### config.mk
export PLATFORM = sky130hd
export DESIGN_NAME = hex_display_scan_flat
export DESIGN_NICKNAME = d
export VERILOG_FILES = /design/src/rtl/display_pkg.sv /design/src/rtl/hex_display_scan_if.sv /design/src/rtl/refresh_tick.sv /design/src/rtl/hex_display_scan.sv /design/src/flat_wrapper.sv
export SDC_FILE = /design/constraint.sdc
export NUM_CORES = 1
export LEC_CHECK = 0
export CAP_MARGIN = 20
export CORE_AREA = 3 3 86 88
export DETAILED_ROUTE_END_ITERATION = 10
export DIE_AREA = 0 0 89 91
export PLACE_DENSITY = 0.84
export SLEW_MARGIN = 20
export SYNTH_ARGS = -nofsm -noshare
export SYNTH_HDL_FRONTEND = slang
export SYNTH_SLANG_ARGS = --single-unit
### constraint.sdc
create_clock -name clk -period 4.3 [get_ports clk]
set_input_delay 0.645 -clock clk [delete_from_list [all_inputs] [get_ports clk]]
set_output_delay 0.645 -clock clk [all_outputs]
set_load 0.01 [all_outputs]
### src/rtl/display_pkg.sv
// display_pkg: shared constants for the multiplexed hex display blocks.
package display_pkg;
    localparam int NIBBLE_W            = 4;
    localparam int DEFAULT_NUM_DIGITS  = 8;
    localparam int DEFAULT_REFRESH_DIV = 50000;
    localparam int MAX_DIGITS          = 8;
    localparam logic [MAX_DIGITS-1:0] DIGIT_OFF = '1;
endpackage

### src/rtl/hex_display_scan_if.sv
// hex_display_scan_if: load/value/blanking inputs and scanned digit outputs of the display driver.
interface hex_display_scan_if #(parameter int NUM_DIGITS = 8);
    logic                  load;
    logic [31:0]           value;
    logic                  blank_lz;
    logic [3:0]            digit;
    logic [NUM_DIGITS-1:0] digit_sel;
    logic                  frame_done;
    modport master (output load, value, blank_lz, input digit, digit_sel, frame_done);
    modport slave  (input load, value, blank_lz, output digit, digit_sel, frame_done);
endinterface

### src/rtl/refresh_tick.sv
// refresh_tick: one-cycle tick every DIV clocks, reusable by display/LED scanners.
module refresh_tick #(
    parameter int DIV = 4
) (
    input  logic clk,
    input  logic reset,
    output logic tick_o
);
    localparam int CW = $clog2(DIV);
    logic [CW-1:0] cnt_q, cnt_d;
    assign tick_o = cnt_q == CW'(DIV - 1);
    assign cnt_d  = tick_o ? '0 : cnt_q + CW'(1);
    always_ff @(posedge clk) begin
        if (reset) cnt_q <= '0;
        else       cnt_q <= cnt_d;
    end
endmodule

### src/rtl/hex_display_scan.sv
// hex_display_scan: scans a captured hex value onto one nibble/enable pair at a time, updating only at frame wrap.
module hex_display_scan
    import display_pkg::*;
#(
    parameter int NUM_DIGITS  = DEFAULT_NUM_DIGITS,
    parameter int REFRESH_DIV = DEFAULT_REFRESH_DIV
) (
    input logic clk,
    input logic reset,
    hex_display_scan_if.slave bus
);
    localparam int W  = NIBBLE_W * NUM_DIGITS;
    localparam int IW = (NUM_DIGITS > 1) ? $clog2(NUM_DIGITS) : 1;
    logic          tick, wrap, blank;
    logic [IW-1:0] idx_q, idx_d;
    logic [W-1:0]  disp_q, disp_d, pend_val_q, pend_val_d, shifted;
    logic          pend_flag_q, pend_flag_d, frame_done_q;
    refresh_tick #(.DIV(REFRESH_DIV)) u_tick (.clk(clk), .reset(reset), .tick_o(tick));
    // A load coincident with the wrap beats any older pending value.
    always_comb begin
        wrap        = tick && idx_q == IW'(NUM_DIGITS - 1);
        idx_d       = wrap ? '0 : tick ? idx_q + IW'(1) : idx_q;
        disp_d      = !wrap ? disp_q : bus.load ? bus.value[W-1:0] : pend_flag_q ? pend_val_q : disp_q;
        pend_val_d  = (bus.load && !wrap) ? bus.value[W-1:0] : pend_val_q;
        pend_flag_d = !wrap && (bus.load || pend_flag_q);
        shifted     = disp_q >> (NIBBLE_W * idx_q);
        blank       = bus.blank_lz && idx_q != '0 && shifted == '0;
    end
    assign bus.digit      = blank ? '0 : shifted[NIBBLE_W-1:0];
    assign bus.digit_sel  = blank ? DIGIT_OFF[NUM_DIGITS-1:0] : ~(NUM_DIGITS'(1) << idx_q);
    assign bus.frame_done = frame_done_q;
    always_ff @(posedge clk) begin
        if (reset) begin
            idx_q        <= '0;
            disp_q       <= '0;
            pend_val_q   <= '0;
            pend_flag_q  <= 1'b0;
            frame_done_q <= 1'b0;
        end else begin
            idx_q        <= idx_d;
            disp_q       <= disp_d;
            pend_val_q   <= pend_val_d;
            pend_flag_q  <= pend_flag_d;
            frame_done_q <= wrap;
        end
    end
endmodule
### src/flat_wrapper.sv
// flat-port wrapper written by rule: the top's interface ports become plain ports
module hex_display_scan_flat import display_pkg::*;
#(
    parameter int NUM_DIGITS  = DEFAULT_NUM_DIGITS,
    parameter int REFRESH_DIV = DEFAULT_REFRESH_DIV
)
  (clk, reset, bus_load, bus_value, bus_blank_lz, bus_digit, bus_digit_sel, bus_frame_done);
  hex_display_scan_if #(.NUM_DIGITS(NUM_DIGITS)) bus_i ();
  input logic clk;
  input logic reset;
  input wire logic [$bits(bus_i.load)-1:0] bus_load;
  input wire logic [$bits(bus_i.value)-1:0] bus_value;
  input wire logic [$bits(bus_i.blank_lz)-1:0] bus_blank_lz;
  output wire logic [$bits(bus_i.digit)-1:0] bus_digit;
  output wire logic [$bits(bus_i.digit_sel)-1:0] bus_digit_sel;
  output wire logic [$bits(bus_i.frame_done)-1:0] bus_frame_done;
  assign bus_i.load = bus_load;
  assign bus_i.value = bus_value;
  assign bus_i.blank_lz = bus_blank_lz;
  assign bus_digit = bus_i.digit;
  assign bus_digit_sel = bus_i.digit_sel;
  assign bus_frame_done = bus_i.frame_done;
  hex_display_scan #(.NUM_DIGITS(NUM_DIGITS), .REFRESH_DIV(REFRESH_DIV)) u_core (.clk(clk), .reset(reset), .bus(bus_i));
endmodule
==> results by stage, run 1 <==
Critical path:
- For the worst setup path, the data required time is 3650 ps.
- STA classifies the critical path endpoint as an output port.
- For flop-to-flop paths, the worst setup slack is 1480 ps.
- Walking the worst path, the cells encountered are buf_4 > mux4_2 > a2111oi_4 > o211ai_4 > a22oi_1 > clkdlybuf4s50_1.
- The startpoint of the worst register-to-register path is u_core.idx_q[0]$_SDFFE_PP0P_.
- Counting cells, the worst reg-to-reg path comes to 8.
- For this run, the slowest stage of the critical path takes 600 ps.
- The startpoint type of the worst setup path is a flop.
- The highest net fanout along the worst path is 22.
- The capture instance of the worst register-to-register path is u_core.disp_q[24]$_SDFFE_PP0P_.
- The data arrival time of the critical path is 3180 ps.
- The slowest stage of the critical path belongs to the cell sky130_fd_sc_hd__mux4_2.
- The setup path with the least slack is of type reg2out.

Clock tree:
- TritonCTS built the clock tree.
- After clock tree synthesis, the clock-pin slew on the worst setup and hold paths is 80 ps.
- The number of buffers added to fix hold violations after cts is 0.
- The clock network latency to the later pin of the worst-skew pair is 340 ps.
- Buffers inserted during clock tree synthesis total 9.
- The clock tree root buffer cell is sky130_fd_sc_hd__clkbuf_8.
- The H-tree was split into 3 levels.
- The buffer depth of the longest clock path is 2.
- The total setup buffers inserted after CTS is 0.
- The total of cells resized after clock tree synthesis is 0.
- The clock drives 85 sinks.

Cells and area:
- Counting the fill cells in the layout gives 521.
- Of the cells placed in the final design, the portion with a size suffix greater than 1 is 0.0741.
- In the final design database the tool counted 539 nets.
- The number of antenna diodes in the final layout is 0.
- The design area is 4720 µm².
- The relative area change from synthesis to final layout is 17.2%.

Synthesis:
- The netlist uses 41 different library cells.
- The synthesized design spends more area on one cell type than any other, namely sky130_fd_sc_hd__dfxtp_1.
- The synthesis warning total is 0.
- The synthesis-stage register bit count is 85.
- The total standard cell area after synthesis is 4030 µm².
- A synthesized cell averages 8.67 µm².
- The share of synthesized area in the top cell type comes to 0.422.
- The synthesized netlist cell count is 465.
- After synthesis, the cell types taking the most area are sky130_fd_sc_hd__dfxtp_1 42%, sky130_fd_sc_hd__mux2i_1 8.2%, sky130_fd_sc_hd__nand2_1 7.0%.
- The number of nets handed over by synthesis was 508.
- Of the synthesized area, sequential elements account for 0.422.

Route:
- The via density per instance is 5.89.
- Once detail routing completed, the nets flagged for antenna violations numbered 0.
- Detailed routing inserted a total of 3408 vias.
- The detailed router finished its first iteration with 174 violations.
- The routed wire length is 8980 µm.
- In this run the top signal layer used is met4.
- The detailed router put a total of 3920 µm of wire on met1.
- The per-cell routed wire length is 15.5 µm.
- In the routed design, unresolved DRC markers number 0.
- The sum of met2 wire segment lengths after detailed routing is 4450 µm.
- The detailed-router iteration count before antenna repair is 4.
- Summed over all nets, wire length on met3 after detailed routing comes to 464 µm.

Power and ir drop:
- The power share of the combinational group is 0.072.
- The share of total power dissipated in the clock network is 0.410.
- Across the VDD grid, the largest voltage drop is 240 µV.
- Of the total power, registers draw 0.518.
- Summed over all cells, the static leakage comes to 0.00172 µW.
- In this run the power density over the cells is 334 nW/µm².
- The net switching fraction of the power is 0.212.
- The internal power consumption is 1240 µW.
- The reported net switching power is 335 µW.

Min path:
- The worst hold path terminates at u_core.pend_val_q[22]$_SDFFE_PP0P_.
- The type of the tightest min-delay check is reg2reg.
- The worst hold path begins at u_core.pend_val_q[22]$_SDFFE_PP0P_.
- The worst hold path depth is 2.

Die:
- The die is 91 µm tall.
- The initial standard-cell utilization of the core is 0.600.
- 49 I/O pins were placed.
- From left edge to right edge, the die measures 89 µm.
- The die covers 8100 µm².
- The floorplan has 30 rows.
- The placeable core area is 6720 µm².

STA:
- Setup repair after global routing left no endpoint under its margin.
- At the pin with the least slew margin, the transition time is 708 ps.
- The timing-limited maximum frequency is 0.261 GHz.
- Measured against its own limit, the worst slew margin works out to 0.528.
- Setup violations remaining at the end of the flow were counted as 0.
- The count of final hold-check violations was 0.
- The worst path needs 3830 ps of the cycle, external delays included.
- Clock skew on the completed layout was measured at 8.48 ps.
- The ratio of final minimum period to clock period is 0.891.
- Summed over all failing endpoints, the final setup total negative slack is 0 ps.
- The final-layout worst hold slack is 456 ps.
- The number of slew-limit violations in the final report is 0.

Global routing:
- The number of antenna violations at the first check in global routing was 0.
- For this run, the total global-route usage over all layers was measured as 0.235.
- The global-route wire length before repair is 15200 µm.
- The via count of the first global-routing pass is 3317.
- Entering global routing, the biggest net connects 71 pins.
- Global routing finished with a remaining overflow of 0.

Placed design:
- The placed instances occupy a cell area of 4490 µm².
- Detailed placement ended at an HPWL of 6280 µm.
- Routability-driven placement finished with a final weighted congestion of 0.914.
- The count of input and output buffers is 48.

Outcome:
- The run finished with clean final reports.

Flow run:
- Across the run, the number of max-cap violations was 0.
state kept, by name, indices dropped and copies added (netlist names):
register and cells:
u_core.bus.frame_done 1, u_core.u_tick.cnt_q 16, u_core.idx_q 3, u_core.pend_val_q 32, u_core.disp_q 32, u_core.pend_flag_q 1
worst max-delay path by stage:
stage / from / cells after the start / endpoint / slack [ps]
final: u_core.idx_q[0]$_SDFFE_PP0P_ / 6 / bus_digit_sel[3] / 470
after global routing: u_core.idx_q[0]$_SDFFE_PP0P_ / 6 / bus_digit_sel[3] / 240
after CTS: u_core.idx_q[0]$_SDFFE_PP0P_ / 6 / bus_digit_sel[3] / 440
after detailed placement: u_core.idx_q[0]$_SDFFE_PP0P_ / 6 / bus_digit_sel[3] / 830
after global placement: u_core.idx_q[0]$_SDFFE_PP0P_ / 7 / bus_digit_sel[3] / 940
after floorplan: u_core.idx_q[0]$_SDFFE_PP0P_ / 10 / bus_digit_sel[3] / 1570
synthesized netlist by cell type:
library cell and count:
sky130_fd_sc_hd__xor2_1 7, sky130_fd_sc_hd__dfxtp_1 85, sky130_fd_sc_hd__a22oi_1 3, sky130_fd_sc_hd__nand2b_1 2, sky130_fd_sc_hd__nor3_1 12, sky130_fd_sc_hd__nor2_1 66
sky130_fd_sc_hd__o32ai_1 1, sky130_fd_sc_hd__buf_2 10, sky130_fd_sc_hd__and3_1 3, sky130_fd_sc_hd__inv_1 5, sky130_fd_sc_hd__a211oi_2 1, sky130_fd_sc_hd__o211ai_1 3
sky130_fd_sc_hd__and4b_1 1, sky130_fd_sc_hd__nor3b_1 1, sky130_fd_sc_hd__nor4_1 8, sky130_fd_sc_hd__o21ai_2 1, sky130_fd_sc_hd__a211oi_1 33, sky130_fd_sc_hd__nand2_1 75
sky130_fd_sc_hd__o21ai_0 2, sky130_fd_sc_hd__clkinv_1 1, sky130_fd_sc_hd__nor4bb_1 1, sky130_fd_sc_hd__o31ai_1 1, sky130_fd_sc_hd__nand4_1 3, sky130_fd_sc_hd__mux2_2 2
sky130_fd_sc_hd__a2111oi_4 1, sky130_fd_sc_hd__o211ai_4 1, sky130_fd_sc_hd__o2111ai_1 1, sky130_fd_sc_hd__nor2b_1 1, sky130_fd_sc_hd__buf_1 1, sky130_fd_sc_hd__nor3_4 1
sky130_fd_sc_hd__buf_6 1, sky130_fd_sc_hd__mux4_2 8, sky130_fd_sc_hd__o21a_1 1, sky130_fd_sc_hd__mux2i_1 33, sky130_fd_sc_hd__a21oi_1 41, sky130_fd_sc_hd__xnor2_1 7
sky130_fd_sc_hd__ha_1 7, sky130_fd_sc_hd__clkbuf_1 21, sky130_fd_sc_hd__nor2_2 1, sky130_fd_sc_hd__nand3_1 10, sky130_fd_sc_hd__or3_1 2
power by group through the flow:
stage	Clock [µW]	Sequential [µW]	Combinational [µW]
after floorplan	0	832	66.6
after global placement	0	833	111
after detailed placement	0	835	115
after CTS	657	816	115
after global routing	698	819	126
final	647	817	114
layout by cell type, fill, tap and decap left out, types with 2 or more instances in the layout:
| master | Yosys | routed |
|---|---|---|
| sky130_fd_sc_hd__xor2_1 | 7 | 7 |
| sky130_fd_sc_hd__mux2i_1 | 33 | 33 |
| sky130_fd_sc_hd__and3_1 | 3 | 3 |
| sky130_fd_sc_hd__nor3_1 | 12 | 12 |
| sky130_fd_sc_hd__buf_4 | 0 | 5 |
| sky130_fd_sc_hd__bufinv_16 | 0 | 3 |
| sky130_fd_sc_hd__nor2_1 | 66 | 66 |
| sky130_fd_sc_hd__inv_1 | 5 | 5 |
| sky130_fd_sc_hd__o211ai_1 | 3 | 3 |
| sky130_fd_sc_hd__nand2_1 | 75 | 75 |
| sky130_fd_sc_hd__nand3_1 | 10 | 10 |
| sky130_fd_sc_hd__mux4_2 | 8 | 8 |
| sky130_fd_sc_hd__clkbuf_8 | 0 | 9 |
| sky130_fd_sc_hd__clkdlybuf4s50_1 | 0 | 46 |
| sky130_fd_sc_hd__a22oi_1 | 3 | 3 |
| sky130_fd_sc_hd__nor4_1 | 8 | 8 |
| sky130_fd_sc_hd__or3_1 | 2 | 2 |
| sky130_fd_sc_hd__nand4_1 | 3 | 3 |
| sky130_fd_sc_hd__mux2_2 | 2 | 2 |
| sky130_fd_sc_hd__nand2b_1 | 2 | 2 |
| sky130_fd_sc_hd__a211oi_1 | 33 | 33 |
| sky130_fd_sc_hd__buf_2 | 10 | 2 |
| sky130_fd_sc_hd__dfxtp_1 | 85 | 85 |
| sky130_fd_sc_hd__xnor2_1 | 7 | 7 |
| sky130_fd_sc_hd__ha_1 | 7 | 7 |
| sky130_fd_sc_hd__o21ai_0 | 2 | 2 |
| sky130_fd_sc_hd__a21oi_1 | 41 | 41 |
critical path, delay by kind of cell (launching register included):
kind | cells | cell delay [ps]
flops | 1 | 560
buf+inv | 2 | 920
mux | 1 | 600
compound gates | 3 | 760
logic make-up (layout without fill, tap and decap cells):
kind of cell / after synthesis / in the layout / synth area share
DFF: 85 / 85 / 0.422
muxes: 43 / 43 / 0.132
and+or+nand+nor: 187 / 187 / 0.201
xor gates and xnor gates: 14 / 14 / 0.0304
AOI/OAI and AO/OA: 90 / 90 / 0.152
adders and majority gates: 7 / 7 / 0.0217
buffers and inverters: 39 / 73 / 0.0413
cell type report:
class | count | area [µm²] | area share
Clock inverter | 4 | 98.8 | 0.0209
Timing Repair Buffer | 53 | 508 | 0.108
Inverter | 6 | 22.5 | 0.00477
Clock buffer | 10 | 128 | 0.0270
Multi-Input combinational cell | 341 | 2160 | 0.458
Tap cell | 80 | 100 | 0.0212
Sequential cell | 85 | 1700 | 0.360
metal layers:
| layer | GRT usage | vias to the layer above |
|---|---|---|
| met3 | 0.0572 | 16 |
| met5 | 0 | - |
| li1 | - | 1694 |
| met4 | 0.0794 | 0 |
| met1 | 0.318 | 1607 |
| met2 | 0.366 | 91 |
per-stage QoR:
stage                     setup slack (ps)  std cells  power [µW]   util
after global routing                   238        579        1640  0.703
after global placement                 942        565         944  0.669
after detailed placement               832        565         949  0.669
after floorplan                       1570        465         899      -
after CTS                              436        579        1590  0.703
final                                  470        579        1580  0.703
Note: power is estimated with default switching activity, not from simulation.
==> run 2: changes to the inputs <==
CORE_AREA = 2 2 119 121   (was 3 3 86 88)
DIE_AREA = 0 0 121 123   (was 0 0 89 91)
PLACE_DENSITY = not set   (was 0.84)
==> results by stage, run 2 (synthesis results as in run 1) <==
STA:
- The worst clock skew is 5.98 ps (-2.50 ps).
- The final sum of negative setup slack came to 0 ps (unchanged).
- The shortest period the worst path allows was 3850 ps (+23.6 ps).
- The number of slew-limit violations in the final report came to 0 (unchanged).
- The timing-limited maximum frequency is 0.260 GHz (-0.61%).
- The worst slew margin relative to its limit is 0.520 (-0.00863).
- The actual slew at the worst max-slew pin is 721 ps (+12.9 ps).
- Setup repair after global routing left no endpoint under its margin.
- The ratio of final minimum period to clock period is 0.896 (+0.00549).
- The count of final hold-check violations is 0 (unchanged).
- The final-report setup violation count is 0 (unchanged).
- The final worst slack was 447 ps (-23.6 ps).

Route:
- The routed wire length is 9140 µm (+1.8%).
- The per-cell routed wire length is 13.4 µm (-13%).
- The overall via count from detail_route is 3295 (-3.3%).
- The detailed-router iteration count before antenna repair is 5 (+1).
- The via density per instance was 4.84 (-18%).
- The number of nets with antenna violations after routing came to 0 (unchanged).
- The residual DRC count is 0 (unchanged).
- The initial DRC count is 243 (+40%).

Global routing:
- The via count of the first global-routing pass is 3102 (-6.5%).
- The largest net degree at the start of global routing is 70 (-1.4%).
- The global-route wire length before repair came to 15000 µm (-1.2%).
- The number of antenna violations at the first check in global routing is 0 (unchanged).
- The total global routing overflow is 0 (unchanged).
- The all-layer global routing usage is 0.128 (-0.107).

Placed design:
- The count of input and output buffers is 48 (unchanged).
- The estimated wirelength of the detail-placed design is 6660 µm (+6.1%).
- The worst-case setup slack after placement is 798 ps (-34.1 ps).
- The routability congestion estimate from global placement was 0.850 (-6.9%).

Die:
- The count of boundary I/O pins is 49 (unchanged).
- The x dimension of the die is 121 µm (+36%).
- The initial standard-cell utilization of the core is 0.296 (-0.304).
- The total die area was 14900 µm² (+84%).
- The placeable core area is 13600 µm² (+100%).
- The die span in y is 123 µm (+35%).
- The total number of placement rows is 43 (+43%).

Power and ir drop:
- The largest voltage drop on the vdd net is 176 µV (-27%).
- The power density over the cells is 369 nW/µm² (+10%).
- The static leakage came to 0.00178 µW (+3.5%).

Critical path:
- The delay of the slowest cell on the worst path is 600 ps (about the same).
- The worst setup path is launched from a flop.
- The critical path goes through buf_4 > mux4_2 > mux2_2 > nor2_2 > o211ai_4 > a22oi_1 > clkdlybuf4s50_1.
- The kind of end point of the critical path is an output port.
- The data required time of the critical path is 3650 ps (about the same).
- The capture instance of the worst register-to-register path is u_core.pend_val_q[17]$_SDFFE_PP0P_.
- The data arrival time of the critical path is 3210 ps (+30 ps).
- The cell with the biggest individual delay on the critical path is sky130_fd_sc_hd__dfxtp_1.
- The critical path is of the reg2out type.
- The internal reg-to-reg setup slack came to 1590 ps (+110 ps).
- The startpoint of the worst register-to-register path is u_core.u_tick.cnt_q[0]$_SDFF_PP0_.
- The highest net fanout along the worst path is 20 (-9.1%).
- The number of cells on the worst reg-to-reg path is 7 (-1).

Cells and area:
- The library cells used most frequently in the layout, excluding fill and tap cells, are 85 x sky130_fd_sc_hd__dfxtp_1, 75 x sky130_fd_sc_hd__nand2_1, 66 x sky130_fd_sc_hd__nor2_1.
- The number of antenna diodes is 0 (unchanged).
- The relative area change from synthesis to final layout is 23.6%.
- The share of cells above drive strength 1 came to 0.0798 (+0.00569).
- The post-layout net count came to 539 (unchanged).
- The largest registers in the layout are u_core.disp_q: 32 flops, u_core.pend_val_q: 32 flops, u_core.u_tick.cnt_q: 16 flops.
- The most common cell after layout, fill and taps aside is sky130_fd_sc_hd__dfxtp_1.

Min path:
- The worst hold path depth is 2 (unchanged).
- The worst hold path endpoint is u_core.pend_val_q[24]$_SDFFE_PP0P_.
- In this run the worst hold path is classified as reg2reg.
- In this run the most critical hold path is launched from u_core.pend_val_q[24]$_SDFFE_PP0P_.

Clock tree:
- The number of buffers created by CTS is 9 (unchanged).
- The total of cells resized after clock tree synthesis came to 0 (unchanged).
- The buffer depth of the longest clock path came to 2 (unchanged).
- The CTS tree is done.
- The clock tree root buffer cell is sky130_fd_sc_hd__clkbuf_16.
- The clock input transition at the sequential cells of the worst setup and hold paths is 60 ps (-20 ps).
- The number of sinks driven by the clock tree is 85 (unchanged).
- The number of levels the H-tree was split into came to 3 (unchanged).
- The total setup buffers inserted after CTS is 0 (unchanged).
- The number of buffers added to fix hold violations after cts is 0 (unchanged).
- The clock network latency to the later pin of the worst-skew pair is 340 ps (about the same).

Outcome:
- The flow ran to the end, and the final reports show no timing, DRC or antenna violations.

Flow run:
- The number of maximum-capacitance violations is 0 (unchanged).
[run 2: cell type report]
type | count | area (µm²)
sequential | 85 | 1700
clock inverter | 5 | 106
multi-input combinational | 341 | 2160
inverter | 6 | 22.5
tap | 180 | 225
timing repair buffer | 53 | 508
fill | 1365 | 8630
clock buffer | 11 | 253
[run 2: critical path: cells and delay by family, from the launching register on]
kind            cells  cell delay (ps)
buf+inv             2              910
simple gates        1              160
flops               1              600
compound gates      2              350
mux                 2              850
[run 2: worst max-delay path by stage]
stage	from	endpoint	cells past startpoint
floorplan	u_core.idx_q[0]$_SDFFE_PP0P_	bus_digit_sel[3]	10
global placement	u_core.idx_q[0]$_SDFFE_PP0P_	bus_digit_sel[7]	7
detailed placement	u_core.idx_q[0]$_SDFFE_PP0P_	bus_digit_sel[7]	7
CTS	u_core.idx_q[0]$_SDFFE_PP0P_	bus_digit_sel[7]	7
global route	u_core.idx_q[0]$_SDFFE_PP0P_	bus_digit_sel[3]	7
finish	u_core.idx_q[0]$_SDFFE_PP0P_	bus_digit_sel[7]	7
[run 2: metrics by stage]
stage	hold WS, ps	power (µW)	cells	util	instance area [µm²]
floorplan	430	899	465	-	4030
global placement	440	947	665	0.339	4620
detailed placement	446	952	665	0.339	4620
CTS	454	1860	681	0.366	4980
global route	464	1900	681	0.366	4980
finish	451	1840	681	0.366	4980
[run 2: report_power, final]
part           switching [µW]  internal (µW)  total, µW
combinational            59.8           56.0        116
sequential               9.53            807        817
clock                     304            600        904
total                     373           1460       1840
[run 2: metal layers]
| layer | vias up | track usage | routed length (µm) |
|---|---|---|---|
| met5 | - | 0 | 0 |
| met4 | 0 | 0.0596 | 175 |
| met2 | 61 | 0.204 | 4270 |
| li1 | 1715 | - | - |
| met3 | 10 | 0.0337 | 415 |
| met1 | 1509 | 0.163 | 4280 |
